--- config.mk ---
export PLATFORM = sky130hd
export DESIGN_NAME = dac_share_arbiter
export DESIGN_NICKNAME = d
export VERILOG_FILES = /design/src/rtl/dac_share_arbiter.sv
export SDC_FILE = /design/constraint.sdc
export NUM_CORES = 1
export LEC_CHECK = 0
export ABC_AREA = 1
export ABC_CLOCK_PERIOD_IN_PS = 1800
export CORE_ASPECT_RATIO = 0.7
export CORE_MARGIN = 4
export CORE_UTILIZATION = 44
export CTS_CLUSTER_DIAMETER = 60
export CTS_CLUSTER_SIZE = 16
export DETAILED_ROUTE_END_ITERATION = 16
export MAX_ROUTING_LAYER = met4
export PLACE_DENSITY = 0.76
export SETUP_SLACK_MARGIN = 0.5
export SLEW_MARGIN = 25
export SYNTH_ARGS = -nofsm -noshare
export SYNTH_HDL_FRONTEND = slang
export SYNTH_SLANG_ARGS = --single-unit
--- constraint.sdc ---
create_clock -name clk_i -period 1.8 [get_ports clk_i]
set_input_delay 0.27 -clock clk_i [delete_from_list [all_inputs] [get_ports clk_i]]
set_output_delay 0.27 -clock clk_i [all_outputs]
set_load 0.1 [all_outputs]
--- src/rtl/dac_share_arbiter.sv ---
// dac_share_arbiter
//   Round-robin owner of the single SPI DAC. One requester at a time is
//   granted: its code is latched, a one-cycle start pulse is sent to the DAC
//   driver, end-of-conversion is awaited under an optional watchdog, the owner
//   receives a one-cycle done pulse, and an optional settle gap follows before
//   the next grant is considered.
//
// Ports
//   clk_i        system clock (rising edge)
//   rst_ni       asynchronous active-low reset
//   req_i        per-requester level request, held until its done_o pulse
//   data_i       packed DAC codes, requester k at data_i[k*DW +: DW]
//   gnt_o        one-hot grant, asserted START..DONE inclusive
//   done_o       one-cycle completion pulse to the granted requester
//   timeout_o    one-cycle pulse alongside done_o when the watchdog expired
//   busy_o       high whenever the arbiter is not idle
//   dac_start_o  one-cycle start pulse to the DAC driver
//   dac_data_o   latched code of the granted requester
//   dac_eoc_i    end-of-conversion from the DAC driver (honoured in WAIT only)
module dac_share_arbiter #(
    parameter int NREQ    = 4,
    parameter int DW      = 12,
    parameter int TIMEOUT = 1024,
    parameter int GAP     = 0
) (
    input  logic                 clk_i,
    input  logic                 rst_ni,
    input  logic [NREQ-1:0]      req_i,
    input  logic [NREQ*DW-1:0]   data_i,
    output logic [NREQ-1:0]      gnt_o,
    output logic [NREQ-1:0]      done_o,
    output logic                 timeout_o,
    output logic                 busy_o,
    output logic                 dac_start_o,
    output logic [DW-1:0]        dac_data_o,
    input  logic                 dac_eoc_i
);

    localparam int IW  = (NREQ > 1) ? $clog2(NREQ) : 1;
    // A zero-width counter is not legal, so the disabled/1-cycle watchdog keeps one bit.
    localparam int WDW = (TIMEOUT > 1) ? $clog2(TIMEOUT + 1) : 1;

    localparam logic [2:0] S_IDLE  = 3'd0;
    localparam logic [2:0] S_START = 3'd1;
    localparam logic [2:0] S_WAIT  = 3'd2;
    localparam logic [2:0] S_DONE  = 3'd3;
    localparam logic [2:0] S_HOLD  = 3'd4;

    localparam logic [WDW-1:0]  WD_LAST  = WDW'((TIMEOUT > 0) ? TIMEOUT - 1 : 0);
    localparam logic [7:0]      GAP_LAST = 8'((GAP > 0) ? GAP - 1 : 0);
    localparam logic [IW-1:0]   PTR_INIT = IW'(NREQ - 1);
    localparam logic [NREQ-1:0] ONE_HOT0 = {{(NREQ-1){1'b0}}, 1'b1};

    logic [2:0]      state_q,   state_d;
    logic [IW-1:0]   idx_q,     idx_d;
    logic [IW-1:0]   ptr_q,     ptr_d;
    logic [DW-1:0]   data_q,    data_d;
    logic [WDW-1:0]  wd_q,      wd_d;
    logic [7:0]      gap_q,     gap_d;
    logic [NREQ-1:0] gnt_q,     gnt_d;
    logic [NREQ-1:0] done_q,    done_d;
    logic            timeout_q, timeout_d;
    logic            busy_q,    busy_d;
    logic            start_q,   start_d;

    // First asserted request scanning ptr+1, ptr+2, ... wrapping at NREQ, so the
    // last owner has lowest priority on the next pick.
    function automatic logic [IW-1:0] rr_pick(input logic [NREQ-1:0] req,
                                              input logic [IW-1:0]   ptr);
        logic [IW-1:0] res;
        logic [IW-1:0] cand;
        logic          found;
        res   = ptr;
        found = 1'b0;
        for (int i = 1; i <= NREQ; i++) begin
            cand = IW'((int'(ptr) + i) % NREQ);
            if (!found && req[cand]) begin
                found = 1'b1;
                res   = cand;
            end else begin
                found = found;
            end
        end
        return res;
    endfunction

    // Next-state, counters and the registered output values for the coming cycle.
    always_comb begin
        state_d   = state_q;
        idx_d     = idx_q;
        ptr_d     = ptr_q;
        data_d    = data_q;
        wd_d      = wd_q;
        gap_d     = gap_q;
        timeout_d = 1'b0;

        case (state_q)
            S_IDLE: begin
                if (|req_i) begin
                    idx_d   = rr_pick(req_i, ptr_q);
                    data_d  = data_i[int'(idx_d)*DW +: DW];
                    state_d = S_START;
                end else begin
                    state_d = S_IDLE;
                end
            end
            S_START: begin
                wd_d    = '0;
                state_d = S_WAIT;
            end
            S_WAIT: begin
                // eoc is checked first so a simultaneous expiry is not reported.
                if (dac_eoc_i) begin
                    state_d = S_DONE;
                end else if ((TIMEOUT != 0) && (wd_q == WD_LAST)) begin
                    state_d   = S_DONE;
                    timeout_d = 1'b1;
                end else begin
                    wd_d = wd_q + WDW'(1);
                end
            end
            S_DONE: begin
                ptr_d   = idx_q;
                gap_d   = 8'd0;
                state_d = (GAP != 0) ? S_HOLD : S_IDLE;
            end
            S_HOLD: begin
                if (gap_q == GAP_LAST) begin
                    state_d = S_IDLE;
                end else begin
                    gap_d = gap_q + 8'd1;
                end
            end
            default: begin
                state_d = S_IDLE;
            end
        endcase

        // Outputs are decoded from the next state so they leave flops aligned with it.
        start_d = (state_d == S_START);
        busy_d  = (state_d != S_IDLE);
        if ((state_d == S_START) || (state_d == S_WAIT) || (state_d == S_DONE)) begin
            gnt_d = ONE_HOT0 << idx_d;
        end else begin
            gnt_d = '0;
        end
        if (state_d == S_DONE) begin
            done_d = ONE_HOT0 << idx_d;
        end else begin
            done_d = '0;
        end
    end

    // State and output registers with asynchronous reset.
    always_ff @(posedge clk_i or negedge rst_ni) begin
        if (!rst_ni) begin
            state_q   <= S_IDLE;
            idx_q     <= '0;
            ptr_q     <= PTR_INIT;
            data_q    <= '0;
            wd_q      <= '0;
            gap_q     <= 8'd0;
            gnt_q     <= '0;
            done_q    <= '0;
            timeout_q <= 1'b0;
            busy_q    <= 1'b0;
            start_q   <= 1'b0;
        end else begin
            state_q   <= state_d;
            idx_q     <= idx_d;
            ptr_q     <= ptr_d;
            data_q    <= data_d;
            wd_q      <= wd_d;
            gap_q     <= gap_d;
            gnt_q     <= gnt_d;
            done_q    <= done_d;
            timeout_q <= timeout_d;
            busy_q    <= busy_d;
            start_q   <= start_d;
        end
    end

    assign gnt_o       = gnt_q;
    assign done_o      = done_q;
    assign timeout_o   = timeout_q;
    assign busy_o      = busy_q;
    assign dac_start_o = start_q;
    assign dac_data_o  = data_q;

endmodule

Yosys cells after proc, flatten, opt, wreduce, memory -nomap -nowiden
Index checks and enable logic that the tools add are counted.

word-level totals
  logic and storage cells = 92
  input port bits = 55
  output and inout bits = 23
  bits in registers = 49

cells by class
  order comparisons = 4
  reduce and logical (&&, ||, !) cells = 17
  multiplexer cells = 40
  multipliers = 1
  add/sub/neg operators = 6
  eq/ne operators = 11
  shifts and indexed selects = 2

operator list
  operator                                                count
  variable part select 48 x 7 -> 12 bit                   1
  two-way mux 11 bit                                      2
  case mux 11 bit (2 select lines)                        1
  two-way mux 1 bit                                       17
  two-way mux 2 bit                                       8
  case mux 8 bit (2 select lines)                         1
  equality test 3 x 2 -> 1 bit (second input constant)    4
  < comparator 2 x 3 -> 1 bit (second input constant)     4
  case mux 3 bit (4 select lines)                         1
  adder 11 x 1 -> 11 bit (second input constant)          1
  equality test 11 x 10 -> 1 bit (second input constant)  1
  two-way mux 3 bit                                       3
  adder 8 x 1 -> 8 bit (second input constant)            1
  binary-select mux 1 bit (select 2 bit)                  4
  zero test 8 bit                                         1
  two-way mux 4 bit                                       2
  two-way mux 8 bit                                       1
  equality test 3 x 1 -> 1 bit (second input constant)    2
  != test 2 bit (second input constant)                   3
  adder 2 x 1 -> 2 bit (second input constant)            2
  adder 2 bit (second input constant)                     2
  multiplier 2 x 2 -> 4 bit (second input constant)       1
  AND reduction 2 bit                                     2
  nonzero test 2 bit                                      2
  9 further kinds                                         14

Longest topological paths before layout
  word-level depth = 25
  gate-level depth with buffers = 17
  gate-level depth less buffers = 15

Worst setup path after synthesis
No wires, ideal clock.

  path kind = register to register
  start point = register ptr_q[0]
  end point = register data_q[0] (netlist: dac_data_o[0])
  buffers on the path = 2
  data required time = 1.680 ns
  setup time = 0.120 ns
  cell stages (with the launch flop) = 18
  setup slack = -0.004 ns
  arrival time = 1.684 ns
  period minus slack after synthesis = 1.804 ns
  path through = dfstp_2 -> buf_6 -> inv_6 -> nand2_1 -> nand2_2 -> nand2_4 -> nand2_4 -> nand2_1 -> nand2_1 -> nand2_4 -> nand2_4 -> buf_12 -> nand2_2 -> nand2_1 -> nand2_1 -> nand2_1 -> nand2_1 -> nand2_1

on the way
  cells in the longest elaborated chain, start to end = 23
  elaborated cells between the ends (all ways) = 35
  those cells by class = add/sub (4); mul (1); shift (1); mux (23); reduce/logical (6)

RTL lines
  item                                     RTL line  source
  start, declared                          56        logic [IW-1:0] ptr_q, ptr_d;
  start signal, assigned                   171       ptr_q <= ptr_d;
  adder 2 x 1 -> 2 bit                     76        cand = IW'((int'(ptr) + i) % NREQ);
  binary-select mux 1 bit (select 2 bit)   77        if (!found && req[cand]) begin
  two-way mux 1 bit (implied by the code)  77
  two-way mux 1 bit                        77
  two-way mux 1 bit                        99        if (|req_i) begin
  two-way mux 1 bit                        97        case (state_q)
  zero test 1 bit                          77
  logical AND 1 bit                        77
  (+7 left out)                            -
  two-way mux 1 bit                        97
  zero test 1 bit                          77
  logical AND 1 bit                        77
  two-way mux 2 bit *                      77
  two-way mux 2 bit *                      99
  two-way mux 2 bit *                      97
  multiplier 2 x 2 -> 4 bit *              101       data_d = data_i[int'(idx_d)*DW +: DW];
  variable part select 48 x 7 -> 12 bit *  101
  end signal, assigned                     172       data_q <= data_d;
  end, declared                            57        logic [DW-1:0] data_q, data_d;

Mark *: on every way between the ends. The rest lies on a longest branch, timed or not. The select of a mux whose other input is x is not followed.
A chain may end at the register's enable or synchronous reset.

Worst setup path in the final report
  start point = register ptr_q[0]
  end point = register gnt_q[0] (netlist: gnt_o[0])

on the way
  cells in the longest elaborated chain, start to end = 25
  elaborated cells between the ends (all ways) = 37
  those cells by class = add/sub (4); shift (1); mux (26); reduce/logical (6)

RTL lines
  item                                     RTL line  source
  adder 2 x 1 -> 2 bit                     76
  binary-select mux 1 bit (select 2 bit)   77
  two-way mux 1 bit (implied by the code)  77
  two-way mux 1 bit                        77
  two-way mux 1 bit                        99
  two-way mux 1 bit                        97
  zero test 1 bit                          77
  logical AND 1 bit                        77
  (+11 left out)                           -
  two-way mux 2 bit *                      99
  two-way mux 2 bit *                      97
  two-way mux 2 bit *                      99
  two-way mux 2 bit *                      97
  net idx_d[0]                             55        logic [IW-1:0] idx_q, idx_d;
  << shifter 1 x 2 -> 4 bit *              143       gnt_d = ONE_HOT0 << idx_d;
  two-way mux 4 bit *                      142       if ((state_d == S_START) || (state_d == S_WAIT) || (state_d == S_DONE)) begin
  net gnt_d[0]                             60        logic [NREQ-1:0] gnt_q, gnt_d;
  end signal, assigned                     175       gnt_q <= gnt_d;
  end, declared                            60

Mark *: on every way through the listed nets, which the timed path passes. The rest lies on a longest branch. The select of a mux whose other input is x is not followed.

==> summary.txt <==
Outcome
  – Violated checks: setup timing
  – Result of the run: finished with violations

Setup path
  – CP Launch Point: ptr_q[0]$_DFFE_PN1P_
  – Crit Path Max Fanout: 7
  – Library cell appearing most often on the critical path: nand2_2
  – Cells traversed along the worst timing path: clkinv_4 -> nand2_2 -> nand2_4 -> nand2_2 -> nand2_2 -> buf_4 -> nand3_4 -> buf_12 -> nand2_8 -> o21ai_4 -> inv_2 -> nand3_2 -> nor2_1
  – Kind of end point of the critical path: register
  – Endpoint of the lowest-slack register-to-register path: gnt_o[0]$_DFF_PN0_
  – End point of the critical path: gnt_o[0]$_DFF_PN0_
  – Worst stage delay on the critical path: just over 0.6 ns
  – Slowest library cell on the worst path: dfstp_2
  – Kind of start point of the critical path: register
  – Worst Path Class, Setup: reg2reg
  – Worst Reg-to-Reg Cells: 13
  – Worst endpoint data arrival time: 2.33 ns
  – Launching point of the worst reg2reg path: ptr_q[0]$_DFFE_PN1P_
  – Required time of the critical path: roughly 2 ns
  – Setup slack, reg-to-reg: -0.34 ns

STA
  – Slew margin rel.: 69.33%
  – Share of the cycle needed by the critical path after routing: 118.7%
  – PnR worst setup slack: -0.3359 ns
  – Fin. Hold Viols: 0
  – Number of endpoints failing setup at the final stage: 22
  – Peak clock frequency supported by timing: ~470 MHz
  – Pin slew with the least headroom to its limit: 0.4600 ns
  – Final count of pins violating max slew: 0
  – Worst Clk Skew: 0.01480 ns
  – Unrepaired setup endpoints after global routing: true
  – Post-layout minimum cycle time: between 2 and 2.5 ns
  – Final TNS setup: -5.043 ns

Cells and area
  – Fill cell total of the finished layout: 375
  – Sequential standard cell area: 1234 um2
  – Nets: 621
  – Growth of design area from synthesis to finish: 72.79%
  – Multi-input logic area: 1993 um2
  – Share of cells above drive strength 1: 40.43%
  – Commonest non-fill, non-tap cells in the layout: 117 x nand2_1, 56 x buf_4, 51 x clkdlybuf4s50_1
  – Final Non-Filler Cells: approximately 660
  – Most common library cell in the layout ignoring fill and taps: nand2_1
  – Total inserted antenna cells: 0

Synthesis
  – Post-Synthesis Cell Area: 2989 um2
  – Top_reg_cell synth: dfrtp_1
  – Synthesis-stage register bit count: between 40 and 50
  – Nets in the synthesized netlist: 481
  – Number of flops mapped to enable cells by yosys: 0
  – Number of cells produced by synthesis: 423
  – Share of async-settable or async-resettable flops after synthesis: 100.0%
  – Share of synthesized area occupied by flip-flops and latches: about two fifths
  – Number of distinct standard cells referenced by the synthesized netlist: 33
  – Post-synthesis area per instance: 7.066 um2
  – Synth warnings: 0

Detailed routing
  – Number of nets still failing antenna checks after routing: 0
  – Total number of vias: 3,518
  – Length of the first detailed-routing pass in iterations: 6
  – Drc violations: 0
  – Via-per-instance ratio: 5.371
  – Total length of routed wires: 10.74 mm
  – DRC marker count from the first detailed-route iteration: a little over 300
  – Avg WL per Cell: 16.40 um

Place
  – Number of buffers added on ports: 77
  – Number of cells in the design after placement: 605
  – Sum of net half-perimeters after detailed placement: 6.190 mm
  – Final GP Congestion: around 0.87

Run
  – # Max-Cap Violations: 0

GRT
  – Global Route Usage Sum: 21.93%
  – Largest net degree at the start of global routing: 33
  – Number of global-route vias before repair: approximately 3.2k
  – Initial antenna violation count: 0
  – Total global routing overflow: 0
  – Wire length of the first global-routing pass: 14.42 mm

Clock tree
  – Htree depth: 2
  – Maximum buffer depth of the clock tree: 2
  – Clock buffers created by TritonCTS: 5
  – Clock tree sinks: 49
  – Clock-pin slew on the worst setup and hold paths: 0.10 ns
  – Clk Latency, worst-skew pair: 0.32 ns
  – Clock root cell: clkbuf_8
  – CTS tree: yes

Floorplanning
  – Core area: 6396 um2
  – Die height: 76.96 um
  – Die Area: 8197 um2
  – Count of standard-cell rows: 24
  – I/O pin count: 78
  – Starting density of the core: 46.73%
  – Horizontal die dimension: 106.5 um

Power
  – IR Drop Worst-Case VDD: 1.443 mV
  – Post-route total power: 10.71 mW
  – Static leakage: 2.511 nW
  – Power per cell area: 2075 nW/um2

Worst hold path
  – Tightest Hold Check Type: in2async
## synth_stat cells (2+ instances only)
master   count  share of area, %
nand2_1    151                19
nand3_1     55               9.2
inv_1       49               6.2
dfrtp_1     47                39
nor2_1      31               3.9
nand2_2     15               3.1
a21oi_1     11               1.8
o21ai_0     10               1.7
buf_2        5              0.84
inv_2        5              0.63
nor3_1       5              0.84
nand2_4      4               1.5
nand4_1      4              0.84
xor2_1       4               1.2
ha_1         3               1.3
a31oi_1      2              0.42
buf_4        2              0.50
buf_6        2              0.75
dfstp_2      2               1.8
nor3_2       2              0.67
o31ai_1      2              0.50
## cell families after synthesis
kind of cell	count (synthesis)	share of synthesized area (%)
buffers and inverters	66	9.962
DFF	49	41.11
and+or+nand+nor	272	40.77
AOI/OAI and AO/OA	29	5.734
xor gates and xnor gates	4	1.172
adders and majority gates	3	1.256
## routing by layer
layer / vias to the layer above / part of all wire [%] / track usage [%]
met5: - / 0 / -
met4: 0 / 3.7 / 3.321
met3: 39 / 6.8 / 4.111
met2: 181 / 49 / 36.22
met1: 1693 / 40 / 28.96
li1: 1605 / - / -
## critical path: cells and delay by family, from the launching register on
kind	cells	cell delay, ns
and+or+nand+nor	8	0.68
AOI/OAI and AO/OA	1	0.22
buffers and inverters	4	0.49
DFF	1	0.62
## report_power, final
part	internal (mW)	switching, mW
Combinational	2.96	5.12
Sequential	1.42	0.272
Clock	0.552	0.382
Total	4.94	5.78
## stage by stage
step	utilization, %	setup WS, ns	hold slack [ns]	instance area, um2
2_1_floorplan	-	-0.001993	-0.02559	3085
3_3_place_gp	64.83	-0.2546	0.2342	4146
3_5_place_dp	64.83	-0.3077	0.2432	4146
4_1_cts	73.32	-0.1534	0.4482	4690
5_1_grt	80.75	-0.4364	0.4686	5165
6_report	80.75	-0.3359	0.4306	5165
## sequential cells by signal (all words and copies together) (netlist names)
register and count:
busy_o 1, gap_q 8, ptr_q 2, timeout_o 1, idx_q 2, wd_q 11, dac_data_o 12, done_o 4
dac_start_o 1, gnt_o 4, state_q 3
## area by class of cell
type                    instances  share of cell area (%)
well taps                      91                   2.204
multi-input cells             310                   38.59
clock buffers                   5                   1.332
flip-flops and latches         49                   23.89
clock inverters                 3                   1.260
repair inverters                1                  0.1453
repair buffers                141                   28.15
inverters                      55                   4.433
## worst min-delay path by stage
stage | end | slack [ns] | cells after the start
final | done_o[1]$_DFF_PN0_ | 0.43 | 2
after global routing | done_o[1]$_DFF_PN0_ | 0.47 | 2
after CTS | done_o[1]$_DFF_PN0_ | 0.45 | 2
after detailed placement | gnt_o[3]$_DFF_PN0_ | 0.24 | 1
after global placement | gnt_o[3]$_DFF_PN0_ | 0.23 | 1
after floorplan | busy_o$_DFF_PN0_ | -0.03 | 0
## timing repair
action                     4_1_cts  5_1_grt
hold endpoints to repair        17        0
buffers inserted                21       17
setup endpoints to repair       45       45
resized for setup               66       68
hold buffers                     1        0
pin swaps                       23       18
gates cloned                     1        2
(Power assumes the default switching activity.)
